$ cat src/rtl/mips_mmio_pkg.sv
// Shared constants for the MIPS data-memory stage: MMIO register offsets,
// CTRL/STATUS bit positions and the CMP reset value.
package mips_mmio_pkg;

  typedef enum logic {
    REGION_RAM,
    REGION_MMIO
  } region_e;

  localparam logic [7:0] OFF_GPIO     = 8'h00;
  localparam logic [7:0] OFF_COUNT    = 8'h04;
  localparam logic [7:0] OFF_CMP      = 8'h08;
  localparam logic [7:0] OFF_CTRL     = 8'h0C;
  localparam logic [7:0] OFF_STATUS   = 8'h10;
  localparam logic [7:0] OFF_PRESCALE = 8'h14;

  localparam int CTRL_EN_BIT      = 0;
  localparam int CTRL_AUTOCLR_BIT = 1;
  localparam int CTRL_IRQEN_BIT   = 2;
  localparam int STATUS_PEND_BIT  = 0;

  localparam logic [31:0] CMP_RESET = 32'hFFFF_FFFF;

endpackage

$ cat src/rtl/mmio_timer.sv
// 32-bit compare timer with sticky pending flag and interrupt enable.
// Build with TIMER_PRESCALE_EN to add the PRESCALE register and prescaler.
module mmio_timer
  import mips_mmio_pkg::*;
(
  input  logic        clk,
  input  logic        reset,
  input  logic        wrEn_i,
  input  logic [7:0]  off_i,
  input  logic [31:0] wrData_i,
  output logic [31:0] rdData_o,
  output logic        irq_o
);

  logic [31:0] count_q, count_d;
  logic [31:0] cmp_q, cmp_d;
  logic [2:0]  ctrl_q, ctrl_d;
  logic        pending_q, pending_d;
  logic        enable, tick, match;
  logic [15:0] prescaleVal;

  assign enable = ctrl_q[CTRL_EN_BIT];

`ifdef TIMER_PRESCALE_EN
  logic [15:0] prescale_q, prescale_d;
  logic [15:0] preCnt_q, preCnt_d;

  always_comb begin
    prescale_d = prescale_q;
    preCnt_d   = preCnt_q;
    if (wrEn_i && off_i == OFF_PRESCALE) begin
      prescale_d = wrData_i[15:0];
      preCnt_d   = '0;
    end else if (!enable || preCnt_q == prescale_q) begin
      preCnt_d = '0;
    end else begin
      preCnt_d = preCnt_q + 16'd1;
    end
  end

  always_ff @(posedge clk) begin
    if (reset) begin
      prescale_q <= '0;
      preCnt_q   <= '0;
    end else begin
      prescale_q <= prescale_d;
      preCnt_q   <= preCnt_d;
    end
  end

  assign tick        = enable && (preCnt_q == prescale_q);
  assign prescaleVal = prescale_q;
`else
  assign tick        = enable;
  assign prescaleVal = '0;
`endif

  assign match = tick && (count_q == cmp_q);

  // Software writes override the increment; a new match beats a W1C.
  always_comb begin
    count_d   = count_q;
    cmp_d     = cmp_q;
    ctrl_d    = ctrl_q;
    pending_d = pending_q;
    if (tick) begin
      count_d = (match && ctrl_q[CTRL_AUTOCLR_BIT]) ? 32'd0 : count_q + 32'd1;
    end
    if (wrEn_i) begin
      case (off_i)
        OFF_COUNT:  count_d = wrData_i;
        OFF_CMP:    cmp_d   = wrData_i;
        OFF_CTRL:   ctrl_d  = wrData_i[2:0];
        OFF_STATUS: if (wrData_i[STATUS_PEND_BIT]) pending_d = 1'b0;
        default:    ;
      endcase
    end
    if (match) begin
      pending_d = 1'b1;
    end
  end

  always_ff @(posedge clk) begin
    if (reset) begin
      count_q   <= '0;
      cmp_q     <= CMP_RESET;
      ctrl_q    <= '0;
      pending_q <= 1'b0;
    end else begin
      count_q   <= count_d;
      cmp_q     <= cmp_d;
      ctrl_q    <= ctrl_d;
      pending_q <= pending_d;
    end
  end

  always_comb begin
    rdData_o = '0;
    case (off_i)
      OFF_COUNT:    rdData_o = count_q;
      OFF_CMP:      rdData_o = cmp_q;
      OFF_CTRL:     rdData_o[2:0] = ctrl_q;
      OFF_STATUS:   rdData_o[STATUS_PEND_BIT] = pending_q;
      OFF_PRESCALE: rdData_o[15:0] = prescaleVal;
      default:      rdData_o = '0;
    endcase
  end

  assign irq_o = pending_q && ctrl_q[CTRL_IRQEN_BIT];

endmodule

$ cat src/rtl/mips_dmem_mmio.sv
// Single-cycle data-memory stage: word RAM with async read plus an MMIO page
// holding GPIO and a compare timer (optional prescaler via TIMER_PRESCALE_EN).
module mips_dmem_mmio
  import mips_mmio_pkg::*;
#(
  parameter int          DEPTH_WORDS = 64,
  parameter logic [15:0] MMIO_PAGE   = 16'hFFFF
)
(
  input  logic        clk,
  input  logic        reset,
  input  logic [31:0] Addr,
  input  logic [31:0] WriteData,
  input  logic        MemWrite,
  output logic [31:0] ReadData,
  output logic [7:0]  gpio_out,
  output logic        timer_irq
);

  localparam int IDX_W = $clog2(DEPTH_WORDS);

  logic [31:0]      mem [DEPTH_WORDS];
  region_e          region;
  logic [7:0]       regOff;
  logic [IDX_W-1:0] ramIdx;
  logic             ramWr, mmioWr;
  logic [7:0]       gpio_q;
  logic [31:0]      timerRd;
  logic             unusedAddr;

  assign region     = (Addr[31:16] == MMIO_PAGE) ? REGION_MMIO : REGION_RAM;
  assign regOff     = {Addr[7:2], 2'b00};
  assign ramIdx     = Addr[IDX_W+1:2];
  assign ramWr      = MemWrite && (region == REGION_RAM) && !reset;
  assign mmioWr     = MemWrite && (region == REGION_MMIO);
  assign unusedAddr = ^{Addr[15:8], Addr[1:0]};

  // RAM is deliberately left out of reset; reads see the pre-edge contents.
  always_ff @(posedge clk) begin
    if (ramWr) begin
      mem[ramIdx] <= WriteData;
    end
  end

  always_ff @(posedge clk) begin
    if (reset) begin
      gpio_q <= '0;
    end else if (mmioWr && regOff == OFF_GPIO) begin
      gpio_q <= WriteData[7:0];
    end
  end

  mmio_timer u_timer (
    .clk      (clk),
    .reset    (reset),
    .wrEn_i   (mmioWr),
    .off_i    (regOff),
    .wrData_i (WriteData),
    .rdData_o (timerRd),
    .irq_o    (timer_irq)
  );

  always_comb begin
    ReadData = mem[ramIdx];
    if (region == REGION_MMIO) begin
      ReadData = (regOff == OFF_GPIO) ? {24'd0, gpio_q} : timerRd;
    end
  end

  assign gpio_out = gpio_q;

endmodule

$ cat config.mk
export PLATFORM = sky130hd
export DESIGN_NAME = mips_dmem_mmio
export DESIGN_NICKNAME = d
export VERILOG_FILES = /design/src/rtl/mips_mmio_pkg.sv /design/src/rtl/mmio_timer.sv /design/src/rtl/mips_dmem_mmio.sv
export SDC_FILE = /design/constraint.sdc
export NUM_CORES = 2
export LEC_CHECK = 0
export ABC_AREA = 1
export BUFFER_PORTS_ARGS = -buffer_cell sky130_fd_sc_hd__buf_2
export CAP_MARGIN = 20
export CORE_ASPECT_RATIO = 0.7
export CORE_UTILIZATION = 53
export CTS_BUF_LIST = sky130_fd_sc_hd__clkbuf_8 sky130_fd_sc_hd__clkbuf_16
export DETAILED_ROUTE_END_ITERATION = 10
export PLACE_DENSITY_LB_ADDON = 0.05
export SYNTH_ARGS = -nofsm -noshare
export SYNTH_HDL_FRONTEND = slang
export SYNTH_HIERARCHICAL = 1
export SYNTH_SLANG_ARGS = --single-unit
$ cat constraint.sdc
create_clock -name clk -period 4.57 [get_ports clk]
set_input_delay 1.1425 -clock clk [delete_from_list [all_inputs] [get_ports clk]]
set_output_delay 1.1425 -clock clk [all_outputs]
set_load 0.02 [all_outputs]
==> results_dict.tcl <==
set metrics [dict create \
    outcome "complete, no violations" \
    final_core_util_pct 61.6 \
    avgViaCountPerCell 5.43 \
    dp_cells 11700 \
    clk_path_buf_depth 3 \
    use_met2_pct 47.1 \
    final_cell_area_um2 105000 \
    ir_drop_mv 0.366 \
    ys_async_sr_fraction_pct 0 \
    rows 127 \
    crit_path_start_kind "input port" \
    fin_tns_setup_ns 0 \
    die_area_um2 174000 \
    finalHoldViolCount 0 \
    die_h_um 349 \
    worst_pin_slew_ns 1.16 \
    grt_pass1_vias 60300 \
    syn-cell-area_um2 91300 \
    place_congestion 0.917 \
    ys_top_cells_by_area "edfxtp_1 (67%), nand2_1 (25%), dfxtp_1 (1.7%), buf_2 (1.5%), nor2_1 (0.94%)" \
    drt-wirelength-per-cell_um 23.3 \
    path_class "input port to primary output" \
    clock.fmax_mhz 220 \
    port_buffers 97 \
    grt_pass1_wl_mm 406 \
    power_frac_clock_pct 40.3 \
    route.vias.total 65500 \
    whs_ns 0.480 \
    period_needed_ns 4.55 \
    syn_inst 9289 \
    crit_start "Addr[2]" \
    dr.pass1.iters 8 \
    placedInstanceArea_um2 98700 \
    io-pin-count 108 \
    fin_nets 9704 \
    numClockSinks 2124 \
    areaGrowthSynthToFinish_pct 15.5 \
    ys_warn_count 6 \
    clock_skew_ns 0.0110 \
    hold_class "register to register" \
    switching_power_uw 9660 \
    reg2regPathDepth 9 \
    clk_pin_slew_worst_paths_ns 0.06 \
    finalCritPeriodShare_pct 99.6 \
    min-delay-start "gpio_out[3]" \
    cts_root_buffer "clkbuf_16" \
    relSlewSlack_pct 22.5 \
    worstSetupEndpointType "primary output" \
    htree_levels 4 \
    synth_cell_types 44 \
    seqPwrFrac_pct 52.1 \
    overflow 0 \
    p_leak_uw 0.0445 \
    grt_setup_unrepaired "false" \
    grt.total_usage_pct 32.2 \
    use_met3_pct 6.85 \
    use_met1_pct 48.0 \
    sw_frac_of_total_pct 23.5 \
    drive_gt1_share_pct 10.8 \
    start_util_pct 53.3 \
    stdcell_count 12100 \
    r2r_start "u_timer/ctrl_q[0]" \
    r2r-end "u_timer/count_q[30]" \
    cap_viol_max_count 0 \
    yosysSeqAreaShare_pct 69.0 \
    synthFlopType "edfxtp_1" \
    hold_buffers 0 \
    yosys.area.top_type "edfxtp_1" \
    place_hpwl_mm 171 \
    first_iter_violations 8300 \
    antenna_found_initial 13 \
    cellPowerDensity_nw_per_um2 390 \
    path_max_fanout 28 \
    wl_mm 281 \
    slew_viol_final 0 \
    setup_violations 0 \
    cts_inserted_buffers 198 \
    ys_ff_latch 2124 \
    ant_nets 0 \
    clk_latency_ns 0.84 \
    grt_busiest_layer "met1" \
    drcViolationCount 0 \
    critPathRequiredTime_ns 3.43 \
    core_area_um2 171000 \
    cp_data_arrival_time_ns 3.41 \
    p_int_uw 31400 \
    endpoint "ReadData[6]" \
    synth_top_area_share_pct 67.4 \
    cts_tree "yes" \
    synth_edf_count 2048 \
    syn_area_per_cell_um2 9.83 \
    pwr-share-comb_pct 7.5 \
    grt_max_degree 78 \
    dieWidth_um 498 \
    r2r_slack_ns 1.95 \
]
[cell usage in the layout (no fill, tap or decap), drive strengths merged]
cell type	synthesis	routed
a32o	1	1
nor4b	1	1
o21ai	36	36
o22ai	27	27
nand3	69	69
bufinv	0	19
edfxtp	2048	2048
xnor2	5	5
buf	334	598
clkinvlp	0	6
dfxtp	76	76
nand4	21	21
diode	0	2
a21oi	73	73
nor2	253	253
inv	133	186
ha	1	1
a31oi	1	1
nor3	17	17
xor2	1	1
conb	1	2
o211ai	34	34
nor4	1	1
or2	3	3
clkbuf	120	207
o221ai	2	2
clkinv	2	87
nand2	6029	6029
[cell usage after synthesis (2+ instances only)]
cell type,n
a21oi_1,68
a21oi_2,5
buf_1,36
buf_2,272
buf_4,15
buf_6,11
clkbuf_1,120
dfxtp_1,76
edfxtp_1,2048
inv_1,116
inv_2,16
nand2_1,5996
nand2_2,32
nand3_1,68
nand4_1,20
nor2_1,229
nor2_2,13
nor2_4,10
nor3_1,10
nor3_2,5
nor3_4,2
o211ai_1,34
o21ai_0,26
o21ai_1,9
o221ai_1,2
o22ai_1,27
or2_1,2
xnor2_1,5
[critical path, cell delays in order]
cell and delay [ns]:
buf_8 0.16, clkinv_16 0.15, buf_12 0.21, buf_12 0.17
nand2_1 0.07, nand2_1 0.05, nand2_1 0.05, nand2_1 0.05
nand2_1 0.05, nand2_1 0.14, nand2_1 0.11, nand2_1 0.14
nor2_1 0.30, nand3_1 0.23, nand2_1 0.11, inv_1 0.05
buf_2 0.15
[repair_timing]
action,in CTS,in global routing
endpoints found under the setup margin,0,27
buffers inserted,0,5
resized for setup,0,31
[metrics by stage]
step,power [µW],setup WS [ns]
after floorplan,23200,0.764
after global placement,24800,0.0119
after detailed placement,24800,0.00433
after CTS,41200,0.00161
after global routing,42200,0.000563
final,41100,0.0202
[cell type report]
class                      count  area [µm²]
sequential                  2124       63000
clock inverter               163        1360
timing repair buffer         600        6410
inverter                     135         559
tap                         2257        2820
multi-input combinational   6577       26100
clock buffer                 205        5070
fill                       13900       65700
antenna                        2        5.00
[power groups by stage]
stage / Combinational (µW) / Sequential [µW] / Clock, µW
floorplan: 1410 / 21800 / 0
CTS: 3020 / 21400 / 16700
global route: 3330 / 21400 / 17500
global placement: 2980 / 21800 / 0
detailed placement: 3010 / 21800 / 0
finish: 3090 / 21400 / 16600
[logic make-up after synthesis]
family                     Yosys count  synth area share [%]
DFF                               2124                  69.0
AOI/OAI and AO/OA                  174                  1.12
buffers and inverters              589                  2.95
xor gates and xnor gates             6                0.0576
other                                1               0.00411
and+or+nand+nor                   6394                  26.8
adders and majority gates            1                0.0137
[metal layers]
layer	vias to the layer above	routed length (µm)
met1	31200	122000
met2	3073	120000
met4	0	9120
li1	30800	-
met5	-	0
met3	416	29500
[registers in the layout (all words and copies together), names as in the netlist]
signal             flops
u_timer/cmp_q         32
gpio_out               8
u_timer/count_q       32
mem                 2048
u_timer/ctrl_q         3
u_timer/pending_q      1
[how the worst min path moves through the flow]
stage / end / cells after the start
3_3_place_gp: gpio_out[3] / 2
2_1_floorplan: u_timer/pending_q / 2
3_5_place_dp: gpio_out[3] / 2
4_1_cts: gpio_out[3] / 2
5_1_grt: gpio_out[3] / 2
6_report: gpio_out[3] / 2
(Power assumes the default switching activity.)
